File: config.mk
export PLATFORM = sky130hd
export DESIGN_NAME = seq_divider
export DESIGN_NICKNAME = d
export VERILOG_FILES = /design/src/rtl/arith_pkg.sv /design/src/rtl/div_step.sv /design/src/rtl/seq_divider.sv
export SDC_FILE = /design/constraint.sdc
export NUM_CORES = 1
export LEC_CHECK = 0
export ABC_AREA = 0
export BUFFER_PORTS_ARGS = -buffer_cell sky130_fd_sc_hd__buf_2
export CORE_MARGIN = 2
export CORE_UTILIZATION = 30
export DETAILED_ROUTE_END_ITERATION = 10
export GPL_ROUTABILITY_DRIVEN = 0
export PLACE_DENSITY = 0.52
export RECOVER_POWER = 50
export SLEW_MARGIN = 0
export SYNTH_ARGS = -nofsm -noshare
export SYNTH_HDL_FRONTEND = slang
export SYNTH_SLANG_ARGS = --single-unit
export TNS_END_PERCENT = 20
File: constraint.sdc
create_clock -name clk -period 2.3 [get_ports clk]
set_clock_uncertainty 0.2 [all_clocks]
set_input_delay 0.46 -clock clk [delete_from_list [all_inputs] [get_ports clk]]
set_output_delay 0.46 -clock clk [all_outputs]
set_load 0.005 [all_outputs]
File: src/rtl/arith_pkg.sv
// Shared definitions for the sequential arithmetic units (divider FSM states,
// default operand width, magnitude helper, iteration-counter sizing).
package arith_pkg;

  localparam int DEFAULT_WIDTH = 8;
  localparam int DEFAULT_CNT_W = $clog2(DEFAULT_WIDTH + 1);

  typedef enum logic [1:0] {
    IDLE,
    RUN,
    FINISH
  } state_t;

  // Counter must reach WIDTH itself, hence WIDTH+1 distinct values.
  function automatic int cnt_width(input int w);
    return $clog2(w + 1);
  endfunction

  // Magnitude of a w-bit two's-complement value held in the low bits of v.
  // The most-negative value maps to 2**(w-1), which still fits w unsigned bits.
  function automatic logic [63:0] abs_val(input logic [63:0] v, input int w);
    logic [63:0] mask;
    mask = {64{1'b1}} >> (64 - w);
    if (v[w-1]) return (~v + 64'd1) & mask;
    return v & mask;
  endfunction

endpackage

File: src/rtl/div_step.sv
// One restoring-division step: shift in the next dividend bit, subtract the
// divisor magnitude if it fits. Purely combinational.
module div_step #(
  parameter int WIDTH = 8
) (
  input  logic [WIDTH-1:0] rem_in,
  input  logic             bit_in,
  input  logic [WIDTH-1:0] dsr,
  output logic [WIDTH-1:0] rem_out,
  output logic             q_bit
);

  // One extra bit so the shifted partial remainder can never overflow.
  logic [WIDTH:0] shifted;
  logic [WIDTH:0] diff;

  assign shifted = {rem_in, bit_in};
  assign diff    = shifted - {1'b0, dsr};
  assign q_bit   = (shifted >= {1'b0, dsr});
  // After a step the remainder is below the divisor, so it fits WIDTH bits.
  assign rem_out = q_bit ? diff[WIDTH-1:0] : shifted[WIDTH-1:0];

endmodule

File: src/rtl/seq_divider.sv
// Sequential radix-2 restoring divider: one quotient bit per clock, done pulse
// WIDTH+1 cycles after the accepted start (1 cycle for divide-by-zero).
module seq_divider
  import arith_pkg::*;
#(
  parameter int WIDTH  = DEFAULT_WIDTH,
  parameter bit SIGNED = 1'b0
) (
  input  logic             clk,
  input  logic             reset,
  input  logic             start,
  input  logic [WIDTH-1:0] dividend,
  input  logic [WIDTH-1:0] divisor,
  output logic             busy,
  output logic             done,
  output logic [WIDTH-1:0] quotient,
  output logic [WIDTH-1:0] remainder,
  output logic             div_by_zero
);

  localparam int            CW   = cnt_width(WIDTH);
  localparam logic [CW-1:0] LAST = CW'(WIDTH);

  state_t           state, state_nxt;
  logic [CW-1:0]    cnt;
  logic [WIDTH-1:0] prem;
  logic [WIDTH-1:0] dvd_sh;
  logic [WIDTH-1:0] dsr_mag;
  logic             sign_q, sign_r, zero_dsr;

  logic [WIDTH-1:0] dvd_in_mag, dsr_in_mag;
  logic             sign_q_in, sign_r_in, zero_in;
  logic [WIDTH-1:0] prem_nxt;
  logic             q_bit;
  logic [WIDTH-1:0] q_res, r_res;
  logic             steps_done;

  generate
    if (SIGNED) begin : g_signed
      assign dvd_in_mag = WIDTH'(abs_val(64'(dividend), WIDTH));
      assign dsr_in_mag = WIDTH'(abs_val(64'(divisor), WIDTH));
      assign sign_q_in  = dividend[WIDTH-1] ^ divisor[WIDTH-1];
      assign sign_r_in  = dividend[WIDTH-1];
    end else begin : g_unsigned
      assign dvd_in_mag = dividend;
      assign dsr_in_mag = divisor;
      assign sign_q_in  = 1'b0;
      assign sign_r_in  = 1'b0;
    end
  endgenerate

  assign zero_in    = (divisor == '0);
  assign steps_done = (cnt == LAST);

  div_step #(.WIDTH(WIDTH)) u_step (
    .rem_in  (prem),
    .bit_in  (dvd_sh[WIDTH-1]),
    .dsr     (dsr_mag),
    .rem_out (prem_nxt),
    .q_bit   (q_bit)
  );

  always_comb begin
    state_nxt = state;
    q_res     = sign_q ? (~dvd_sh + WIDTH'(1)) : dvd_sh;
    r_res     = sign_r ? (~prem + WIDTH'(1)) : prem;
    if (zero_dsr) begin
      q_res = '1;
      r_res = dvd_sh;
    end
    case (state)
      IDLE:    if (start) state_nxt = RUN;
      RUN:     if (steps_done) state_nxt = FINISH;
      FINISH:  state_nxt = IDLE;
      default: state_nxt = IDLE;
    endcase
  end

  // dvd_sh shifts the dividend out of its top while quotient bits enter at
  // the bottom; a zero divisor skips straight to the final RUN cycle with the
  // raw dividend parked in dvd_sh so it can be returned as the remainder.
  always_ff @(posedge clk) begin
    if (reset) begin
      state       <= IDLE;
      cnt         <= '0;
      prem        <= '0;
      dvd_sh      <= '0;
      dsr_mag     <= '0;
      sign_q      <= 1'b0;
      sign_r      <= 1'b0;
      zero_dsr    <= 1'b0;
      busy        <= 1'b0;
      done        <= 1'b0;
      quotient    <= '0;
      remainder   <= '0;
      div_by_zero <= 1'b0;
    end else begin
      state <= state_nxt;
      done  <= 1'b0;
      case (state)
        IDLE: begin
          if (start) begin
            busy        <= 1'b1;
            quotient    <= '0;
            remainder   <= '0;
            div_by_zero <= 1'b0;
            prem        <= '0;
            zero_dsr    <= zero_in;
            dsr_mag     <= dsr_in_mag;
            cnt         <= zero_in ? LAST : '0;
            dvd_sh      <= zero_in ? dividend : dvd_in_mag;
            sign_q      <= zero_in ? 1'b0 : sign_q_in;
            sign_r      <= zero_in ? 1'b0 : sign_r_in;
          end
        end
        RUN: begin
          if (steps_done) begin
            done        <= 1'b1;
            quotient    <= q_res;
            remainder   <= r_res;
            div_by_zero <= zero_dsr;
          end else begin
            prem   <= prem_nxt;
            dvd_sh <= {dvd_sh[WIDTH-2:0], q_bit};
            cnt    <= cnt + CW'(1);
          end
        end
        FINISH: busy <= 1'b0;
        default: busy <= 1'b0;
      endcase
    end
  end

endmodule
==> insert_results.sql <==
INSERT INTO impl_metrics (metric_group, metric, value, unit) VALUES
('worst_hold_path', 'timing.hold.worst.start', 'dividend[6]', ''),
('logic_synthesis', 'yosys_warnings', '0', ''),
('logic_synthesis', 'synth.area.top_cells', 'dfxtp_1 (40%), a21oi_1 (8.6%), nand2_1 (8.6%), ha_1 (5.0%), o211ai_1 (4.2%)', ''),
('grt', 'grt_util_met2', '24.8', '%'),
('grt', 'met3_usage', '2.61', '%'),
('finish', 'area_growth', '18.8', '%'),
('setup_path', 'worstReg2RegStart', 'dvd_sh[7]$_SDFFE_PP0P_', ''),
('die', 'placement_rows', '33', ''),
('clock_network', 'ctsRootBufferMaster', 'clkbuf_8', ''),
('finish', 'finish.instance_area', '2970', 'um2'),
('power_and_ir_drop', 'power_leakage', '1.14', 'nW'),
('setup_path', 'path_buf_inv', '2', ''),
('logic_synthesis', 'syn-mean-instance-area', '7.67', 'um2'),
('place', 'placement.io_buffers', '37', ''),
('finish', 'post_layout_nonfiller_instances', '473', ''),
('logic_synthesis', 'yosys.area.top_type', 'dfxtp_1', ''),
('detailed_routing', 'drtIter0Drc', '112', ''),
('setup_path', 'worstPathMaxFanout', '10', ''),
('grt', 'grt_pass1_vias', '2092', ''),
('run_status', 'outcome', 'complete, no violations', ''),
('place', 'hpwlAfterDp', '5000', 'um'),
('logic_synthesis', 'yosysMostFrequentCell', 'nand2_1', ''),
('setup_path', 'worstSetupStartpoint', 'dvd_sh[7]$_SDFFE_PP0P_', ''),
('power_and_ir_drop', 'report.power.total', '3.01', 'mW'),
('clock_network', 'ctsHtreeMaxLevel', '2', ''),
('grt', 'grt_max_degree', '21', ''),
('detailed_routing', 'drt-vias-per-instance', '4.94', ''),
('logic_synthesis', 'post_synth_top_cells', 'nand2_1 (57), dfxtp_1 (50), a21oi_1 (43), nor2_1 (26), clkbuf_1 (18)', ''),
('finish', 'post_route_cells_drive_above_1_share', '15.8', '%'),
('timing', 'setup_ws', '0.101', 'ns'),
('place', 'dp.cells', '465', ''),
('clock_network', 'post_cts_setup_inserts', '0', ''),
('place', 'place_ws', '0.0868', 'ns'),
('power_and_ir_drop', 'ir_drop', '0.468', 'mV'),
('logic_synthesis', 'synth-edff-count', '0', ''),
('die', 'die_area', '9080', 'um2'),
('grt', 'grt_usage', '15.1', '%'),
('setup_path', 'cpLargestDelayFamily', 'simple AND/OR/NAND/NOR gates', ''),
('setup_path', 'critPathRequiredTime', '2.30', 'ns'),
('finish', 'num-nets-final', '397', ''),
('place', 'dpl_cell_area', '2890', 'um2'),
('detailed_routing', 'route.detailed.drc', '0', ''),
('clock_network', 'total_cts_buffers', '5', ''),
('setup_path', 'critical_path.endpoint_type', 'register', ''),
('detailed_routing', 'routed_length_per_placed_instance', '13.6', 'um'),
('logic_synthesis', 'postSynthRegisterBits', '50', ''),
('timing', 'relative_max_transition_margin', '55.1', '%'),
('logic_synthesis', 'mappedNetlistArea', '2500', 'um2'),
('detailed_routing', 'detail_route.first_pass.iterations', '4', ''),
('timing', 'finalCritPeriodShare', '95.6', '%'),
('setup_path', 'startpoint_type', 'register', ''),
('setup_path', 'critPathKind', 'reg -> reg', ''),
('timing', 'final-max-slew-violation-count', '0', ''),
('timing', 'timing.final.hold_violations', '0', ''),
('detailed_routing', 'ant_nets', '0', ''),
('grt', 'global_route_wire_length_before_repair', '10500', 'um'),
('clock_network', 'clk-insertion-delay-late', '0.31', 'ns'),
('grt', 'global_route.usage.met1', '20.7', '%'),
('power_and_ir_drop', 'power_per_unit_of_standard_cell_area', '1010', 'nW/um2'),
('logic_synthesis', 'yosysTopAreaCellShare', '40.0', '%'),
('die', 'starting_density_of_the_core', '30.7', '%'),
('setup_path', 'worst-r2r-setup-slack', '0.10', 'ns'),
('clock_network', 'max-clock-path-buffers', '2', ''),
('logic_synthesis', 'ys_types', '38', ''),
('logic_synthesis', 'synth_flop_cell', 'dfxtp_1', ''),
('job', 'max_cap_violations', '0', ''),
('setup_path', 'crit_arrival', '2.20', 'ns'),
('timing', 'fmax', '455', 'MHz'),
('clock_network', 'total_clock_sinks', '50', ''),
('logic_synthesis', 'async_s_r_ff_share_synth', '0', '%'),
('detailed_routing', 'drt_wl_total', '6450', 'um');
[worst reg2reg max path, stage by stage (launching register included)]
cell and delay (ns):
dfxtp_1 0.38, inv_1 0.09, ha_1 0.29, nand2b_1 0.17
a21oi_2 0.15, nor3_1 0.06, buf_4 0.17, or3_1 0.34
a32o_1 0.25
[timing repair]
item / CTS / global route
hold buffers: 0 / 0
endpoints found under the setup margin: 0 / 3
gates resized for setup: 0 / 6
[where the power goes]
part | switching [mW] | total [mW] | internal, mW
logic | 0.798 | 1.41 | 0.607
clock network | 0.317 | 0.535 | 0.218
registers | 0.104 | 1.07 | 0.963
total | 1.22 | 3.01 | 1.79
[metal layers]
layer	up-vias	routed length, um
met5	-	0
met4	0	58
met3	7	297
met2	53	3000
met1	1056	3100
li1	1221	-
[through the flow]
step,TNS [ns],hold slack (ns),utilization [%]
final,0,0.172,36.5
after global routing,-0.00838,0.180,36.5
after CTS,0,0.166,36.7
after detailed placement,0,0.246,35.5
after global placement,0,0.239,35.5
after floorplan,0,0.236,-
[flip-flops by register name (all words and copies together), names as in the netlist, 2 cells and up]
register,flops
cnt,4
dsr_mag,8
dvd_sh,8
prem,8
quotient,8
remainder,8
state,2
[cells in the final DEF (no fill, tap or decap), types with 2 or more instances in the layout]
master      count
a21oi_2         2
a21oi_1        41
nor2_1         26
ha_1            9
a32o_1          3
nor3_1         14
buf_4          15
dfxtp_1        48
o211ai_1       14
dfxtp_2         2
nand3_1        11
clkinvlp_4      2
nand2b_1        6
a31oi_1         2
clkbuf_8        5
buf_2          25
nand2_1        57
nand4_1         5
o21ai_0        17
xor2_1          3
or3_1           4
nor2b_1         2
clkbuf_1       13
mux2i_1         8
inv_1          13
[final timing paths]
path | to | cells past startpoint
max reg2reg | prem[4]$_SDFFE_PP0P_ | 8
max | prem[4]$_SDFFE_PP0P_ | 8
min | dvd_sh[6]$_SDFFE_PP0P_ | 3
min reg2reg | quotient[6]$_SDFFE_PP0P_ | 2
[cell families (layout without fill, tap and decap cells)]
kind of cell    after synthesis  count (layout)  share of synthesized area, %
simple gates                133             133                          24.1
flops                        50              50                          40.0
xor+xnor                      4               4                          1.40
compound gates               86              86                          20.1
buf+inv                      34              76                          5.45
fa+ha+maj                    11              11                          5.80
mux                           8               8                          3.20
[final cells by class]
class                      instances  area [um2]
clock inverter                     3        23.8
timing repair buffer              55         303
sequential                        50        1000
inverter                          13        48.8
multi-input combinational        242        1390
fill                             864        5160
clock buffer                       5        68.8
tap                              105         131
(Power assumes the default switching activity.)
